===== src/rtl/sonar_pkg.sv =====
// Shared definitions for the sonar control unit: state encodings and timing defaults.
package sonar_pkg;

  localparam int unsigned TEMPO_ESPERA_DEF   = 100_000_000;
  localparam int unsigned TIMEOUT_MEDIDA_DEF = 1_500_000;
  localparam int unsigned ESTADO_W           = 4;

  typedef enum logic [ESTADO_W-1:0] {
    E_INICIAL             = 4'd0,
    E_PREPARACAO          = 4'd1,
    E_ESPERA              = 4'd2,
    E_ACIONA_MEDIDA       = 4'd3,
    E_AGUARDA_MEDIDA      = 4'd4,
    E_ACIONA_TRANSMISSAO  = 4'd5,
    E_AGUARDA_TRANSMISSAO = 4'd6,
    E_GIRA                = 4'd7
  } estado_t;

  function automatic int unsigned max_u(input int unsigned a, input int unsigned b);
    return (a > b) ? a : b;
  endfunction

  // Timer width large enough to hold the longest programmed interval minus one
  function automatic int unsigned timer_width(input int unsigned a, input int unsigned b);
    int unsigned m;
    m = max_u(a, b);
    return (m < 2) ? 1 : $clog2(m);
  endfunction

endpackage


===== src/rtl/contador_m.sv =====
// Modulo-M up counter with async and sync clears; used as the shared FSM timer.
module contador_m #(
  parameter int unsigned M = 16,
  parameter int unsigned N = 4
) (
  input  logic         clock,
  input  logic         zera_as,
  input  logic         zera_s,
  input  logic         conta,
  output logic [N-1:0] q
);

  always_ff @(posedge clock or posedge zera_as) begin
    if (zera_as) begin
      q <= '0;
    end else if (zera_s) begin
      q <= '0;
    end else if (conta) begin
      if (q == N'(M - 1)) q <= '0;
      else                q <= q + N'(1);
    end
  end

endmodule


===== src/rtl/sonar_uc.sv =====
// Sonar sweep control unit: settle, measure, transmit, step, with measurement timeout.
module sonar_uc
  import sonar_pkg::*;
#(
  parameter int unsigned TEMPO_ESPERA   = TEMPO_ESPERA_DEF,
  parameter int unsigned TIMEOUT_MEDIDA = TIMEOUT_MEDIDA_DEF
) (
  input  logic       clock,
  input  logic       reset,
  input  logic       ligar,
  input  logic       medida_pronto,
  input  logic       envio_pronto,
  output logic       zera,
  output logic       medir,
  output logic       transmitir,
  output logic       girar,
  output logic       ativo,
  output logic       erro_medida,
  output logic [3:0] db_estado
);

  localparam int unsigned TIMER_MAX = max_u(TEMPO_ESPERA, TIMEOUT_MEDIDA);
  localparam int unsigned TW        = timer_width(TEMPO_ESPERA, TIMEOUT_MEDIDA);

  estado_t       state, next_state;
  logic [TW-1:0] timer;
  logic          timer_clr_c, timer_cnt_c;
  logic          espera_fim_c, medida_fim_c;

  contador_m #(.M(TIMER_MAX), .N(TW)) u_timer (
    .clock   (clock),
    .zera_as (reset),
    .zera_s  (timer_clr_c),
    .conta   (timer_cnt_c),
    .q       (timer)
  );

  // Next-state and timer control
  always_comb begin
    next_state   = state;
    espera_fim_c = (timer == TW'(TEMPO_ESPERA - 1));
    medida_fim_c = (timer == TW'(TIMEOUT_MEDIDA - 1));
    case (state)
      E_INICIAL:             if (ligar) next_state = E_PREPARACAO;
      E_PREPARACAO:          next_state = E_ESPERA;
      E_ESPERA: begin
        if (!ligar)            next_state = E_INICIAL;
        else if (espera_fim_c) next_state = E_ACIONA_MEDIDA;
      end
      E_ACIONA_MEDIDA:       next_state = E_AGUARDA_MEDIDA;
      E_AGUARDA_MEDIDA: begin
        if (medida_pronto)     next_state = E_ACIONA_TRANSMISSAO;
        else if (medida_fim_c) next_state = E_GIRA;
      end
      E_ACIONA_TRANSMISSAO:  next_state = E_AGUARDA_TRANSMISSAO;
      E_AGUARDA_TRANSMISSAO: if (envio_pronto) next_state = E_GIRA;
      E_GIRA:                next_state = ligar ? E_ESPERA : E_INICIAL;
      default:               next_state = E_INICIAL;
    endcase
    timer_cnt_c = (state == E_ESPERA) || (state == E_AGUARDA_MEDIDA);
    // Clearing on exit keeps the counter from ever stepping past its terminal value
    timer_clr_c = !timer_cnt_c || (next_state != state);
  end

  // State register; outputs are loaded with the decode of the state being entered
  always_ff @(posedge clock or posedge reset) begin
    if (reset) begin
      state      <= E_INICIAL;
      zera       <= 1'b0;
      medir      <= 1'b0;
      transmitir <= 1'b0;
      girar      <= 1'b0;
      ativo      <= 1'b0;
      db_estado  <= 4'd0;
    end else begin
      state      <= next_state;
      zera       <= (next_state == E_PREPARACAO);
      medir      <= (next_state == E_ACIONA_MEDIDA);
      transmitir <= (next_state == E_ACIONA_TRANSMISSAO);
      girar      <= (next_state == E_GIRA);
      ativo      <= (next_state != E_INICIAL);
      db_estado  <= next_state;
    end
  end

  // Sticky timeout flag, cleared only when a new sweep is prepared
  always_ff @(posedge clock or posedge reset) begin
    if (reset) begin
      erro_medida <= 1'b0;
    end else if (next_state == E_PREPARACAO) begin
      erro_medida <= 1'b0;
    end else if (state == E_AGUARDA_MEDIDA && !medida_pronto && medida_fim_c) begin
      erro_medida <= 1'b1;
    end
  end

endmodule

===== config.mk =====
export PLATFORM = sky130hd
export DESIGN_NAME = sonar_uc
export DESIGN_NICKNAME = d
export VERILOG_FILES = /design/src/rtl/sonar_pkg.sv /design/src/rtl/contador_m.sv /design/src/rtl/sonar_uc.sv
export SDC_FILE = /design/constraint.sdc
export NUM_CORES = 1
export LEC_CHECK = 0
export ABC_AREA = 1
export CAP_MARGIN = 40
export CORE_MARGIN = 4
export CORE_UTILIZATION = 55
export DETAILED_ROUTE_END_ITERATION = 12
export PLACE_DENSITY_LB_ADDON = 0.2
export SYNTH_ARGS = -nofsm -noshare
export SYNTH_HDL_FRONTEND = slang
export SYNTH_HIERARCHICAL = 1
export SYNTH_SLANG_ARGS = --single-unit

===== constraint.sdc =====
create_clock -name clock -period 4.1 [get_ports clock]
set_input_delay 0.615 -clock clock [delete_from_list [all_inputs] [get_ports clock]]
set_output_delay 0.615 -clock clock [all_outputs]
set_load 0.05 [all_outputs]

==> summary.txt <==
Floorplanning
  – Core ar.: around 4400 um2
  – Io pins: 15
  – Site Rows: 24
  – Die ar.: 5640 um2
  – Starting Density: 0.568
  – Die Span Y: 75.1 um
  – Chip width: roughly 75 um

Route
  – Wirelength per Cell: about 13 um
  – Starting DRT DRC Count: 140
  – Vias: ~2.2k
  – DRC Markers: 0
  – Vias/cell: slightly above 5
  – Post-route ant nets: 0
  – Drt pass-1 iters: 4
  – Routed WL: about 5.5 mm

Synth
  – Ys Warns: 6
  – Post-Synth XOR/XNOR Area: 0.0319
  – Area leader, netlist: dfrtp_1
  – Post-synthesis mux area share: 0
  – Most instantiated library cell after synthesis: nand2_1
  – Synth Area in Compound Gates: 0.0324
  – EDFF count, synth: 0
  – Adder-cell share of the synthesized area: 0.00506
  – Synth Net Count: 367
  – Synth unique cells: 31
  – Cell Area, Synth: 2470 um2
  – Synth top area cells: dfrtp_1 37%, nand2_1 17%, nor2_1 9.4%, inv_1 7.0%, nor2_2 4.6%
  – Yosys top cell area share: 0.374
  – Simple-gate portion of the synthesized area: 0.458
  – Synth top cells by count: 111 x nand2_1, 62 x nor2_1, 46 x inv_1, 37 x dfrtp_1, 18 x nor2_2
  – Yosys reg bits: 37
  – Ys async rst share: 1.00
  – Post-Syn Area per Cell: slightly below 7 um2
  – Register area share after synthesis: 0.374
  – Post-Syn Instances: about 360
  – Main flop type after synthesis: dfrtp_1
  – Largest family of logic cells by synthesized area: simple AND/OR/NAND/NOR gates

STA
  – Final critical-path required period: 2.57 ns
  – Setup violators final: 0
  – RSZ-0062 raised after global routing: no
  – Setup Skew: between 0.006 and 0.007 ns
  – Worst-Margin Slew: between 0.5 and 0.6 ns
  – Max-slew violation count: 0
  – Final hold vios: 0
  – Max-slew headroom: 0.608
  – Final period utilization: 0.626
  – Fin worst setup slack: 1.53 ns
  – Setup tns final: 0 ns
  – FMAX: slightly below 400 MHz

Worst setup path
  – Worst path required time: ~4.3 ns
  – Slowest stage cell, crit path: dfrtp_1
  – Startpoint types: register
  – CP arrival: 2.79 ns
  – CP Max Fanout: 8
  – Worst setup EP type: register
  – Worst stage delay on the critical path: roughly 0.46 ns
  – CP delay by family, top: simple AND/OR/NAND/NOR gates
  – Kind of critical path: register to register
  – Worst path bufs/invs: 2
  – Cell mode on critical path: nand2_1
  – CP cell instances: nand2_1 -> nor2_1 -> nand2_1 -> nor2_1 -> nand2_1 -> nand2_1 -> nand2_1 -> nand3_4 -> nor2_1 -> nand2_1 -> nor2_4 -> inv_2 -> nand3_1 -> nor2_2 -> nand3_1 -> nand2_1 -> inv_1 -> nor2_1

Clock tree
  – Setup bufs post-CTS: 0
  – Clk_lat worst skew: around 0.29 ns
  – Post-CTS Hold Buffers: 0
  – Clock tree from TritonCTS: done
  – # H-tree levels: 2
  – Worst-path clk slew: about 0.08 ns
  – Clk sinks: 37
  – CTS max path bufs: 2
  – Clock root buffer: clkbuf_8
  – Resize count post-CTS: 0
  – Num CTS Buffers: 5

Global routing
  – First-pass GRT wire length: a little over 9 mm
  – Largest net degree at the start of global routing: 16
  – Grt ovf: 0
  – Total GRT Usage: 0.217
  – Initial antenna violation count: 0
  – Vias in the first global route: ~2.1k

Outcome
  – Status: completed

Placed design
  – HPWL Detailed: between 4 and 5 mm
  – Final GP Congestion: roughly 0.96
  – Number of port buffers: 14
  – Worst slack, placed: 1.25 ns

Job
  – Max Cap Viol: 0

Worst hold path
  – Type of the tightest min-delay check: register to register

Cells and area
  – Final net count: around 390
  – Layout cell share with drive strength beyond 1: 0.136
  – ANT cells: 0
  – Synth-to-Final Area Change: 12.0%

Pwr
  – Max rail drop VDD: 199 uV
  – Pleak: about 1.1 nW
  – PD cells: 281 nW/um2
final cells by class:
type,count,area [um2]
fillers,394,1580
multi-input cells,270,1310
flip-flops and latches,37,926
inverters,51,199
repair buffers,15,155
clock buffers,6,82.6
well taps,52,65.1
clock inverters,2,37.5
final timing paths:
| path | endpoint | depth (start not counted) | startpoint | slack (ns) |
|---|---|---|---|---|
| worst max-delay path | u_timer/q[24] | 18 | u_timer/q[14] | 1.53 |
| worst min-delay path | erro_medida | 2 | erro_medida | 0.53 |
| worst max register to register | u_timer/q[24] | 18 | u_timer/q[14] | 1.53 |
| worst min register to register | erro_medida | 2 | erro_medida | 0.53 |
| max in group asynchronous | u_timer/q[19] | 3 | reset | 2.88 |
| min in group asynchronous | erro_medida | 2 | reset | 0.62 |
where the power goes:
part           internal [W]  switching (W)  leakage (nW)  total [W]
logic             0.0000230      0.0000498         0.561  0.0000727
registers          0.000370     0.00000827         0.511   0.000378
clock network      0.000198       0.000131        0.0574   0.000329
cell usage in the layout, fill, tap and decap left out, types with 2 or more instances in the layout:
cell / synthesis / final
nand2_1: 111 / 111
inv_1: 46 / 46
dfrtp_1: 37 / 37
o21ai_0: 3 / 3
inv_2: 3 / 3
nor2_1: 62 / 62
nand3b_1: 4 / 4
clkdlybuf4s50_1: 0 / 14
clkbuf_8: 0 / 6
nand3_1: 16 / 16
nor2_2: 18 / 18
xor2_1: 3 / 3
nand2_2: 8 / 8
xnor2_1: 6 / 6
nor3_1: 9 / 9
a21oi_1: 7 / 7
nand3_2: 2 / 2
nand4_1: 6 / 6
nor2_4: 5 / 5
worst min-delay path, delay by kind of cell (launching register included):
family                 cells  cell delay (ns)
buffers and inverters      1             0.05
AOI/OAI and AO/OA          1             0.06
DFF                        1             0.38
sequential cells by signal, indices dropped and copies added, names as in the netlist:
signal       cells
girar            1
transmitir       1
erro_medida      1
medir            1
zera             1
ativo            1
state            4
u_timer/q       27
cell families after synthesis:
family                   after synthesis
AO/OA/AOI/OAI                         13
AND/OR/NAND/NOR                      246
flip-flops                            37
buffers and inverters                 54
XOR/XNOR                               9
other                                  1
adder cells (fa/ha/maj)                1
per-layer routing:
layer,share of wire,GRT usage
met5,0,0
met4,0.011,0.0672
met3,0.045,0.0401
met2,0.44,0.331
met1,0.51,0.314
stage by stage:
| stage | utilization | instances | area (um2) | total power, W | hold slack [ns] |
|---|---|---|---|---|---|
| after global placement | 0.606 | 424 | 2640 | 0.000456 | 0.514 |
| after detailed placement | 0.609 | 425 | 2650 | 0.000459 | 0.524 |
| final | 0.637 | 433 | 2770 | 0.000780 | 0.531 |
| after global routing | 0.637 | 433 | 2770 | 0.000812 | 0.551 |
| after CTS | 0.637 | 433 | 2770 | 0.000789 | 0.536 |
| after floorplan | - | 361 | 2470 | 0.000440 | 0.455 |
Power figures use the tool's default switching activity.
